File: config.mk
export PLATFORM = sky130hd
export DESIGN_NAME = bus_request_sequencer_flat
export DESIGN_NICKNAME = d
export VERILOG_FILES = /design/src/rtl/bus_request_sequencer_pkg.sv /design/src/rtl/bus_request_sequencer_if.sv /design/src/rtl/bus_request_sequencer_req_queue2.sv /design/src/rtl/bus_request_sequencer.sv /design/src/flat_wrapper.sv
export SDC_FILE = /design/constraint.sdc
export NUM_CORES = 1
export LEC_CHECK = 0
export ABC_AREA = 1
export BUFFER_PORTS_ARGS = -buffer_cell sky130_fd_sc_hd__buf_2
export CAP_MARGIN = 40
export CORE_AREA = 3 3 165 184
export CTS_CLUSTER_DIAMETER = 100
export CTS_CLUSTER_SIZE = 10
export DETAILED_ROUTE_END_ITERATION = 8
export DIE_AREA = 0 0 168 187
export PLACE_DENSITY_LB_ADDON = 0.2
export SLEW_MARGIN = 10
export SYNTH_ARGS = -nofsm -noshare
export SYNTH_HDL_FRONTEND = slang
export SYNTH_SLANG_ARGS = --single-unit
File: constraint.sdc
create_clock -name CLK -period 2.1 [get_ports CLK]
set_input_delay 0.105 -clock CLK [delete_from_list [all_inputs] [get_ports CLK]]
set_output_delay 0.105 -clock CLK [all_outputs]
set_load 0.005 [all_outputs]
File: src/rtl/bus_request_sequencer_pkg.sv
// Shared encodings for the bus request sequencer: bus FSM states, request sizes,
// bus-cycle sizes and the sequencer's own state enum.
package bus_request_sequencer_pkg;

    localparam logic [3:0] STATE_IDLE       = 4'd0;
    localparam logic [3:0] STATE_WAKEUP     = 4'd1;
    localparam logic [3:0] STATE_DRIVE      = 4'd2;
    localparam logic [3:0] STATE_WAIT_DSACK = 4'd3;
    localparam logic [3:0] STATE_LATCH      = 4'd4;
    localparam logic [3:0] STATE_FINALIZE   = 4'd5;
    localparam logic [3:0] STATE_CONTINUE   = 4'd6;

    typedef enum logic [1:0] {
        SIZE_BYTE = 2'b00,
        SIZE_WORD = 2'b01,
        SIZE_LONG = 2'b10,
        SIZE_RSVD = 2'b11
    } req_size_e;

    localparam logic [1:0] BUS_SIZE_BYTE = 2'b01;
    localparam logic [1:0] BUS_SIZE_WORD = 2'b10;

    typedef enum logic [1:0] {
        SEQ_IDLE = 2'd0,
        SEQ_LOAD = 2'd1,
        SEQ_RUN  = 2'd2,
        SEQ_DONE = 2'd3
    } seq_state_e;

    // Even byte addresses live on the high lane of the 16-bit bus.
    function automatic logic [7:0] pick_byte(input logic [15:0] data, input logic odd);
        return odd ? data[7:0] : data[15:8];
    endfunction

endpackage

File: src/rtl/bus_request_sequencer_if.sv
// Request, FSM-control and bus-cycle signals of the bus request sequencer.
// The slave modport is the sequencer's view; master is the surrounding system.
interface bus_request_sequencer_if #(
    parameter int ADDR_W = 24
);
    logic              REQ_VALID;
    logic              REQ_READY;
    logic [ADDR_W-1:0] REQ_ADDR;
    logic [1:0]        REQ_SIZE;
    logic              REQ_RW;
    logic [31:0]       REQ_WDATA;
    logic [3:0]        FSM_STATE;
    logic              ACTIVATE;
    logic              MUST_CONTINUE;
    logic [ADDR_W-1:0] BUS_ADDR;
    logic [1:0]        BUS_SIZE;
    logic              BUS_RW;
    logic [15:0]       BUS_WDATA;
    logic [15:0]       BUS_RDATA;
    logic              RSP_VALID;
    logic [31:0]       RSP_RDATA;
    logic              RSP_ERROR;

    modport slave (
        input  REQ_VALID, REQ_ADDR, REQ_SIZE, REQ_RW, REQ_WDATA, FSM_STATE, BUS_RDATA,
        output REQ_READY, ACTIVATE, MUST_CONTINUE, BUS_ADDR, BUS_SIZE, BUS_RW, BUS_WDATA,
               RSP_VALID, RSP_RDATA, RSP_ERROR
    );

    modport master (
        output REQ_VALID, REQ_ADDR, REQ_SIZE, REQ_RW, REQ_WDATA, FSM_STATE, BUS_RDATA,
        input  REQ_READY, ACTIVATE, MUST_CONTINUE, BUS_ADDR, BUS_SIZE, BUS_RW, BUS_WDATA,
               RSP_VALID, RSP_RDATA, RSP_ERROR
    );
endinterface

File: src/rtl/bus_request_sequencer_req_queue2.sv
// Two-slot request queue: slot 0 is the ACTIVE request, slot 1 the PENDING one.
// Retiring promotes PENDING into ACTIVE on the same edge.
module bus_request_sequencer_req_queue2 #(
    parameter int W = 8
) (
    input  logic         CLK,
    input  logic         nRESET,
    input  logic         push_valid,
    input  logic [W-1:0] push_data,
    output logic         push_ready,
    input  logic         retire,
    output logic         act_valid,
    output logic [W-1:0] act_data
);
    logic         valid_q [2];
    logic         valid_d [2];
    logic [W-1:0] data_q  [2];
    logic [W-1:0] data_d  [2];
    logic         accept;

    assign push_ready = !valid_q[1];
    assign accept     = push_valid && push_ready;
    assign act_valid  = valid_q[0];
    assign act_data   = data_q[0];

    always_comb begin
        valid_d = valid_q;
        data_d  = data_q;
        if (retire) begin
            valid_d[0] = valid_q[1];
            data_d[0]  = data_q[1];
            valid_d[1] = 1'b0;
        end
        // Accept implies PENDING is empty, so a retiring cycle always frees ACTIVE.
        if (accept) begin
            if (retire || !valid_q[0]) begin
                valid_d[0] = 1'b1;
                data_d[0]  = push_data;
            end else begin
                valid_d[1] = 1'b1;
                data_d[1]  = push_data;
            end
        end
    end

    for (genvar gi = 0; gi < 2; gi++) begin : g_slot
        always_ff @(posedge CLK or negedge nRESET) begin
            if (!nRESET) begin
                valid_q[gi] <= 1'b0;
                data_q[gi]  <= '0;
            end else begin
                valid_q[gi] <= valid_d[gi];
                data_q[gi]  <= data_d[gi];
            end
        end
    end

endmodule

File: src/rtl/bus_request_sequencer.sv
// Sequencer feeding the bus FSM: queues requests, splits longwords, assembles read data.
// Build option: define ALIGN_CHECK_EN to reject odd-address word/long requests with no bus cycle.
module bus_request_sequencer
    import bus_request_sequencer_pkg::*;
#(
    parameter int ADDR_W = 24
) (
    input  logic                   CLK,
    input  logic                   nRESET,
    bus_request_sequencer_if.slave bus
);
    localparam int ENTRY_W = ADDR_W + 2 + 1 + 32;

    logic [ENTRY_W-1:0] push_data;
    logic [ENTRY_W-1:0] act_data;
    logic               push_ready;
    logic               act_valid;
    logic               retire;
    logic               reject;
    logic [ADDR_W-1:0]  act_addr;
    req_size_e          act_size;
    logic               act_rw;
    logic [31:0]        act_wdata;

    seq_state_e        seq_state_q, seq_state_d;
    logic              activate_q, activate_d;
    logic              must_continue_q, must_continue_d;
    logic [ADDR_W-1:0] bus_addr_q, bus_addr_d;
    logic [1:0]        bus_size_q, bus_size_d;
    logic              bus_rw_q, bus_rw_d;
    logic [15:0]       bus_wdata_q, bus_wdata_d;
    logic [31:0]       rdata_q, rdata_d;
    logic              rsp_valid_q, rsp_valid_d;
    logic [31:0]       rsp_rdata_q, rsp_rdata_d;
    logic              rsp_error_q, rsp_error_d;

    assign push_data = {bus.REQ_ADDR, bus.REQ_SIZE, bus.REQ_RW, bus.REQ_WDATA};
    assign act_addr  = act_data[ENTRY_W-1 -: ADDR_W];
    assign act_size  = req_size_e'(act_data[34:33]);
    assign act_rw    = act_data[32];
    assign act_wdata = act_data[31:0];

    bus_request_sequencer_req_queue2 #(.W(ENTRY_W)) u_queue (
        .CLK        (CLK),
        .nRESET     (nRESET),
        .push_valid (bus.REQ_VALID),
        .push_data  (push_data),
        .push_ready (push_ready),
        .retire     (retire),
        .act_valid  (act_valid),
        .act_data   (act_data)
    );

`ifdef ALIGN_CHECK_EN
    assign reject = (act_size == SIZE_RSVD) ||
                    (((act_size == SIZE_WORD) || (act_size == SIZE_LONG)) && act_addr[0]);
`else
    assign reject = (act_size == SIZE_RSVD);
`endif

    always_comb begin
        seq_state_d     = seq_state_q;
        activate_d      = activate_q;
        must_continue_d = must_continue_q;
        bus_addr_d      = bus_addr_q;
        bus_size_d      = bus_size_q;
        bus_rw_d        = bus_rw_q;
        bus_wdata_d     = bus_wdata_q;
        rdata_d         = rdata_q;
        rsp_rdata_d     = rsp_rdata_q;
        rsp_valid_d     = 1'b0;
        rsp_error_d     = 1'b0;
        retire          = 1'b0;

        case (seq_state_q)
            SEQ_IDLE: begin
                if (act_valid) seq_state_d = SEQ_LOAD;
            end
            SEQ_LOAD: begin
                rdata_d = '0;
                if (reject) begin
                    seq_state_d = SEQ_DONE;
                    rsp_valid_d = 1'b1;
                    rsp_error_d = 1'b1;
                    rsp_rdata_d = '0;
                    retire      = 1'b1;
                end else begin
                    seq_state_d = SEQ_RUN;
                    activate_d  = 1'b1;
                    bus_addr_d  = act_addr;
                    bus_rw_d    = act_rw;
                    case (act_size)
                        SIZE_LONG: begin
                            bus_size_d      = BUS_SIZE_WORD;
                            bus_wdata_d     = act_wdata[31:16];
                            must_continue_d = 1'b1;
                        end
                        SIZE_WORD: begin
                            bus_size_d      = BUS_SIZE_WORD;
                            bus_wdata_d     = act_wdata[15:0];
                            must_continue_d = 1'b0;
                        end
                        default: begin
                            bus_size_d      = BUS_SIZE_BYTE;
                            bus_wdata_d     = {act_wdata[7:0], act_wdata[7:0]};
                            must_continue_d = 1'b0;
                        end
                    endcase
                end
            end
            SEQ_RUN: begin
                if (bus.FSM_STATE == STATE_WAKEUP) activate_d = 1'b0;
                // MUST_CONTINUE still high marks the first half of a longword.
                if (bus.FSM_STATE == STATE_LATCH) begin
                    if ((act_size == SIZE_LONG) && must_continue_q)
                        rdata_d[31:16] = bus.BUS_RDATA;
                    else if (act_size == SIZE_BYTE)
                        rdata_d = {24'h0, pick_byte(bus.BUS_RDATA, bus_addr_q[0])};
                    else
                        rdata_d[15:0] = bus.BUS_RDATA;
                end
                if ((bus.FSM_STATE == STATE_CONTINUE) && must_continue_q) begin
                    bus_addr_d      = bus_addr_q + ADDR_W'(2);
                    bus_wdata_d     = act_wdata[15:0];
                    must_continue_d = 1'b0;
                end
                if ((bus.FSM_STATE == STATE_FINALIZE) && !must_continue_q) begin
                    seq_state_d = SEQ_DONE;
                    rsp_valid_d = 1'b1;
                    rsp_rdata_d = bus_rw_q ? rdata_q : 32'h0;
                    retire      = 1'b1;
                end
            end
            SEQ_DONE: begin
                seq_state_d = SEQ_IDLE;
            end
            default: begin
                seq_state_d = SEQ_IDLE;
            end
        endcase
    end

    always_ff @(posedge CLK or negedge nRESET) begin
        if (!nRESET) begin
            seq_state_q     <= SEQ_IDLE;
            activate_q      <= 1'b0;
            must_continue_q <= 1'b0;
            bus_addr_q      <= '0;
            bus_size_q      <= '0;
            bus_rw_q        <= 1'b0;
            bus_wdata_q     <= '0;
            rdata_q         <= '0;
            rsp_valid_q     <= 1'b0;
            rsp_rdata_q     <= '0;
            rsp_error_q     <= 1'b0;
        end else begin
            seq_state_q     <= seq_state_d;
            activate_q      <= activate_d;
            must_continue_q <= must_continue_d;
            bus_addr_q      <= bus_addr_d;
            bus_size_q      <= bus_size_d;
            bus_rw_q        <= bus_rw_d;
            bus_wdata_q     <= bus_wdata_d;
            rdata_q         <= rdata_d;
            rsp_valid_q     <= rsp_valid_d;
            rsp_rdata_q     <= rsp_rdata_d;
            rsp_error_q     <= rsp_error_d;
        end
    end

    assign bus.REQ_READY     = push_ready;
    assign bus.ACTIVATE      = activate_q;
    assign bus.MUST_CONTINUE = must_continue_q;
    assign bus.BUS_ADDR      = bus_addr_q;
    assign bus.BUS_SIZE      = bus_size_q;
    assign bus.BUS_RW        = bus_rw_q;
    assign bus.BUS_WDATA     = bus_wdata_q;
    assign bus.RSP_VALID     = rsp_valid_q;
    assign bus.RSP_RDATA     = rsp_rdata_q;
    assign bus.RSP_ERROR     = rsp_error_q;

endmodule
File: src/flat_wrapper.sv
// flat-port wrapper written by rule: the top's interface ports become plain ports
module bus_request_sequencer_flat import bus_request_sequencer_pkg::*;
#(
    parameter int ADDR_W = 24
)
  (CLK, nRESET, bus_REQ_VALID, bus_REQ_ADDR, bus_REQ_SIZE, bus_REQ_RW, bus_REQ_WDATA, bus_FSM_STATE, bus_BUS_RDATA, bus_REQ_READY, bus_ACTIVATE, bus_MUST_CONTINUE, bus_BUS_ADDR, bus_BUS_SIZE, bus_BUS_RW, bus_BUS_WDATA, bus_RSP_VALID, bus_RSP_RDATA, bus_RSP_ERROR);
  bus_request_sequencer_if #(.ADDR_W(ADDR_W)) bus_i ();
  input  logic CLK;
  input  logic nRESET;
  input wire logic [$bits(bus_i.REQ_VALID)-1:0] bus_REQ_VALID;
  input wire logic [$bits(bus_i.REQ_ADDR)-1:0] bus_REQ_ADDR;
  input wire logic [$bits(bus_i.REQ_SIZE)-1:0] bus_REQ_SIZE;
  input wire logic [$bits(bus_i.REQ_RW)-1:0] bus_REQ_RW;
  input wire logic [$bits(bus_i.REQ_WDATA)-1:0] bus_REQ_WDATA;
  input wire logic [$bits(bus_i.FSM_STATE)-1:0] bus_FSM_STATE;
  input wire logic [$bits(bus_i.BUS_RDATA)-1:0] bus_BUS_RDATA;
  output wire logic [$bits(bus_i.REQ_READY)-1:0] bus_REQ_READY;
  output wire logic [$bits(bus_i.ACTIVATE)-1:0] bus_ACTIVATE;
  output wire logic [$bits(bus_i.MUST_CONTINUE)-1:0] bus_MUST_CONTINUE;
  output wire logic [$bits(bus_i.BUS_ADDR)-1:0] bus_BUS_ADDR;
  output wire logic [$bits(bus_i.BUS_SIZE)-1:0] bus_BUS_SIZE;
  output wire logic [$bits(bus_i.BUS_RW)-1:0] bus_BUS_RW;
  output wire logic [$bits(bus_i.BUS_WDATA)-1:0] bus_BUS_WDATA;
  output wire logic [$bits(bus_i.RSP_VALID)-1:0] bus_RSP_VALID;
  output wire logic [$bits(bus_i.RSP_RDATA)-1:0] bus_RSP_RDATA;
  output wire logic [$bits(bus_i.RSP_ERROR)-1:0] bus_RSP_ERROR;
  assign bus_i.REQ_VALID = bus_REQ_VALID;
  assign bus_i.REQ_ADDR = bus_REQ_ADDR;
  assign bus_i.REQ_SIZE = bus_REQ_SIZE;
  assign bus_i.REQ_RW = bus_REQ_RW;
  assign bus_i.REQ_WDATA = bus_REQ_WDATA;
  assign bus_i.FSM_STATE = bus_FSM_STATE;
  assign bus_i.BUS_RDATA = bus_BUS_RDATA;
  assign bus_REQ_READY = bus_i.REQ_READY;
  assign bus_ACTIVATE = bus_i.ACTIVATE;
  assign bus_MUST_CONTINUE = bus_i.MUST_CONTINUE;
  assign bus_BUS_ADDR = bus_i.BUS_ADDR;
  assign bus_BUS_SIZE = bus_i.BUS_SIZE;
  assign bus_BUS_RW = bus_i.BUS_RW;
  assign bus_BUS_WDATA = bus_i.BUS_WDATA;
  assign bus_RSP_VALID = bus_i.RSP_VALID;
  assign bus_RSP_RDATA = bus_i.RSP_RDATA;
  assign bus_RSP_ERROR = bus_i.RSP_ERROR;
  bus_request_sequencer #(.ADDR_W(ADDR_W)) u_core (.CLK(CLK), .nRESET(nRESET), .bus(bus_i));
endmodule
==> summary by stage <==
Status
The run finished with clean final reports.

STA
The number of setup violations in the final report is 0. The minimum period implied by the final worst setup slack is 1914 ps. The transition time of the tightest slew-check pin is 677.4 ps. Static timing analysis puts the maximum clock frequency at 0.5226 GHz. Setup repair after global routing left no endpoint under its margin. The worst max-slew margin expressed relative to the limit is 54.84%. The clock skew after layout is 10.27 ps. The least setup slack across all paths after layout is 186.4 ps.

The final max-slew violation count is 0. The number of endpoints with negative hold slack in the final report is 0. Across all hold checks on the routed design, the worst slack comes to 187.0 ps. The final critical-path share of the clock period is 91.12%. Setup total negative slack on the finished layout was measured at 0 ps.

Floorplan
The area of the core region is 28550 um^2. The overall die height is 187 um. The initial cell density of the core is 39.94%. The floorplan step set the die width to 168 um. The die area is 31420 um^2. The number of placed I/O pins is 162. The floorplan has 65 rows.

Synth
Yosys attributes the largest share of cell area to sky130_fd_sc_hd__dfrtp_1 (51%), sky130_fd_sc_hd__nand2_1 (18%), sky130_fd_sc_hd__nand3_1 (8.3%), sky130_fd_sc_hd__o21ai_0 (7.4%), sky130_fd_sc_hd__inv_1 (3.6%). The netlist uses 35 different library cells. The biggest area consumer among synthesized cells is sky130_fd_sc_hd__dfrtp_1. The share of synthesized area in the top cell type comes to 51.14%.

The cell count after synthesis is 1500. Dividing the synthesized area by the synthesized cell count gives 7.601 um^2. For this run, the register share of the synthesized area comes to 51.14%. The most used flip-flop cell after synthesis is sky130_fd_sc_hd__dfrtp_1. The count of warnings emitted by yosys is 0. The net count after synthesis is 1592. The cell area that synthesis handed to floorplanning was 11400 um^2.

The synthesized design contains 233 register bits. The async set or reset register ratio after synthesis is 100.0%. The synthesized design contains 0 enable-type register cells.

Pwr
The power per cell area is 622.3 nW/um^2. IR analysis of the VDD net gives a maximum drop of 0.0005827 V. The analysis attributes to cell leakage a power of 7.331 nW.

Place
In this run the tool buffered the top-level ports with 161 buffer cells. Detailed placement ended at an HPWL of 21920 um. Timing analysis after detailed placement gives a worst setup slack of -15.94 ps. At the end of routability-driven placement, the weighted congestion stood at 0.8358.

Worst setup path
STA puts the critical path data arrival time at 2370 ps. STA classifies the critical path startpoint as a flop. The worst path required time is 2560 ps.

The worst setup path is captured at a flop. The biggest fanout along the worst timing path is 28. The worst setup path is of the flop to flop kind.

Finish
The number of diodes added for antenna fixing is 0. The final core area utilization is 49.89%. The sequential cell area in the final layout is 5831 um^2. Cells with a size suffix above 1 make up 14.68% of the layout. The filler cell count is 2754. The multi-input gate area in the final layout is 4752 um^2.

The layout net count is 1816. The area growth from synthesis to layout is 24.92%.

Clocking
No sink is reached through more buffers than the 3 on the longest clock path. The clock-pin slew of the registers on the worst-case setup and hold paths is 60 ps. CTS built an H-tree with a depth of 1.

The clock root buffer master is sky130_fd_sc_hd__clkbuf_16. Clock tree synthesis inserted a total of 27 buffers. The insertion delay to the later sink of the worst-skew pair is 520 ps.

The number of buffers inserted by post-CTS setup repair is 0. The count of clock tree sinks is 233. TritonCTS built the clock tree.

Routing
The sum of met2 wire segment lengths after detailed routing is 15660 um. The count of nets left with antenna violations once routing finished came out at 0. The number of iterations in the first detailed-routing pass is 5. Wires add up to 33410 um. In this run, the number of DRC markers left after iteration 0 of detailed routing was 646. The overall via count from detail_route is 10409.

The average wire per cell in the routed design is 15.98 um. The via density per instance is 4.978. Signal routing reaches up to met4.

The detailed-route wire length on metal 1 is 15150 um. The DRC violation count after routing is 0. The routed length on met3 is 1851 um.

Global route
The number of global-route vias before repair is 10490. The maximum number of pins on one net before global-route repair is 81. The total global routing overflow is 0. Global routing used 20.98% of the available tracks. The first global-routing pass estimated 54760 um of wire. The initial antenna violation count is 0.

Hold path
The type of the most critical hold path is input port to asynchronous set/reset pin.

Run
The max-capacitance violation count is 0.
[sequential cells by signal, indices dropped and copies added (netlist names)]
name and cells:
u_core.rdata_q 32, u_core.bus.BUS_WDATA 16, u_core.u_queue.data_q 59, u_core.bus.ACTIVATE 1, u_core.bus.MUST_CONTINUE 1, u_core.seq_state_q 2
u_core.u_queue.act_valid 1, u_core.u_queue.act_data 59, u_core.bus.BUS_RW 1, u_core.bus.RSP_RDATA 32, u_core.bus.BUS_ADDR 24, u_core.u_queue.valid_q 1
u_core.bus.BUS_SIZE 2, u_core.bus.RSP_ERROR 1, u_core.bus.RSP_VALID 1
[layer usage]
metal  track usage (%)  vias up
met2             35.10      302
met3             2.980       50
met1             28.83     4841
met4             5.257        0
met5                 0        -
li1                  -     5216
[layout by cell type (no fill, tap or decap), types with 2 or more instances in the layout]
cell type / instances
sky130_fd_sc_hd__buf_12: 11
sky130_fd_sc_hd__or2_2: 3
sky130_fd_sc_hd__buf_4: 31
sky130_fd_sc_hd__inv_1: 108
sky130_fd_sc_hd__nor2_2: 3
sky130_fd_sc_hd__nand3_1: 187
sky130_fd_sc_hd__dfrtp_1: 233
sky130_fd_sc_hd__a21oi_1: 12
sky130_fd_sc_hd__clkbuf_16: 27
sky130_fd_sc_hd__nor2_1: 81
sky130_fd_sc_hd__o211ai_1: 2
sky130_fd_sc_hd__nand2_4: 2
sky130_fd_sc_hd__buf_2: 160
sky130_fd_sc_hd__nor2_4: 2
sky130_fd_sc_hd__xnor2_1: 5
sky130_fd_sc_hd__ha_2: 2
sky130_fd_sc_hd__nand4_1: 2
sky130_fd_sc_hd__inv_2: 4
sky130_fd_sc_hd__nand2_1: 548
sky130_fd_sc_hd__ha_1: 8
sky130_fd_sc_hd__o21ai_1: 10
sky130_fd_sc_hd__o21ai_0: 168
sky130_fd_sc_hd__o22ai_1: 8
sky130_fd_sc_hd__dlygate4sd3_1: 81
sky130_fd_sc_hd__nand2_2: 2
sky130_fd_sc_hd__o21a_1: 8
[report_power, final]
group	internal [W]	switching [W]	total (W)
clock network	0.00225	0.00174	0.00399
registers	0.00449	0	0.00449
logic	0.000183	0.000196	0.000379
[repair_timing]
item,in CTS,in global routing
hold buffers,81,0
pin swaps,0,0
endpoints found under the hold margin,219,0
resized for setup,1,2
setup endpoints to repair,8,9
[path summary, 6_finish.rpt]
check                                                     startpoint                                    end  slack, ps  cells after the start
worst max-delay path               u_core.seq_state_q[1]$_DFFE_PN0P_  u_core.u_queue.act_data[18]$_DFF_PN0_        190                     10
worst min-delay path                                          nRESET   u_core.bus.RSP_RDATA[12]$_DFFE_PN0P_        190                      2
worst max register to register     u_core.seq_state_q[1]$_DFFE_PN0P_  u_core.u_queue.act_data[18]$_DFF_PN0_        190                     10
worst min register to register  u_core.bus.RSP_RDATA[12]$_DFFE_PN0P_   u_core.bus.RSP_RDATA[12]$_DFFE_PN0P_        470                      2
max in group asynchronous                                     nRESET    u_core.bus.BUS_WDATA[0]$_DFFE_PN0P_       1160                      3
min in group CLK                                    bus_REQ_WDATA[1]   u_core.u_queue.act_data[1]$_DFF_PN0_        360                      4
[worst max-delay path: stages, from the launching register on]
cell and delay (ps):
sky130_fd_sc_hd__dfrtp_1 360, sky130_fd_sc_hd__inv_1 100, sky130_fd_sc_hd__ha_1 210, sky130_fd_sc_hd__nand2_1 170, sky130_fd_sc_hd__nand2_2 120, sky130_fd_sc_hd__nand2_4 160
sky130_fd_sc_hd__nand2_4 90, sky130_fd_sc_hd__nand2_2 100, sky130_fd_sc_hd__buf_4 340, sky130_fd_sc_hd__nand2_1 110, sky130_fd_sc_hd__nand2_1 70
[cell families after synthesis]
group	count (synthesis)	share of synthesized area, %
and+or+nand+nor	834	30.06
AOI/OAI and AO/OA	214	9.833
xor gates and xnor gates	6	0.4609
buffers and inverters	203	7.408
DFF	233	51.14
adders and majority gates	10	1.097
[Yosys cell counts, types with 3 or more instances]
master and number:
sky130_fd_sc_hd__dfrtp_1 233, sky130_fd_sc_hd__buf_1 4, sky130_fd_sc_hd__nand2_1 548, sky130_fd_sc_hd__inv_2 4
sky130_fd_sc_hd__a21oi_1 13, sky130_fd_sc_hd__o21a_1 8, sky130_fd_sc_hd__nand3_1 188, sky130_fd_sc_hd__o22ai_1 8
sky130_fd_sc_hd__buf_4 5, sky130_fd_sc_hd__buf_2 45, sky130_fd_sc_hd__o21ai_0 168, sky130_fd_sc_hd__ha_1 10
sky130_fd_sc_hd__o21ai_1 10, sky130_fd_sc_hd__or2_2 3, sky130_fd_sc_hd__nor2_1 81, sky130_fd_sc_hd__nor2_2 4
sky130_fd_sc_hd__xnor2_1 5, sky130_fd_sc_hd__clkbuf_1 35, sky130_fd_sc_hd__inv_1 108
[per-stage QoR]
step / instances / instance area (um^2) / power, W
4_1_cts: 2091 / 14230 / 0.008969
3_5_place_dp: 1982 / 12730 / 0.004837
2_1_floorplan: 1500 / 11400 / 0.004599
3_3_place_gp: 1982 / 12730 / 0.004837
6_report: 2091 / 14240 / 0.008863
5_1_grt: 2091 / 14240 / 0.009172
[layout make-up]
type	count	share of cell area (%)
Clock buffer	27	4.744
Clock inverter	1	0.06150
Inverter	113	2.978
Multi-Input combinational cell	1064	33.37
Sequential cell	233	40.94
Tap cell	368	3.233
Timing Repair Buffer	285	14.68
No activity file was read; power rests on OpenSTA's default activity.
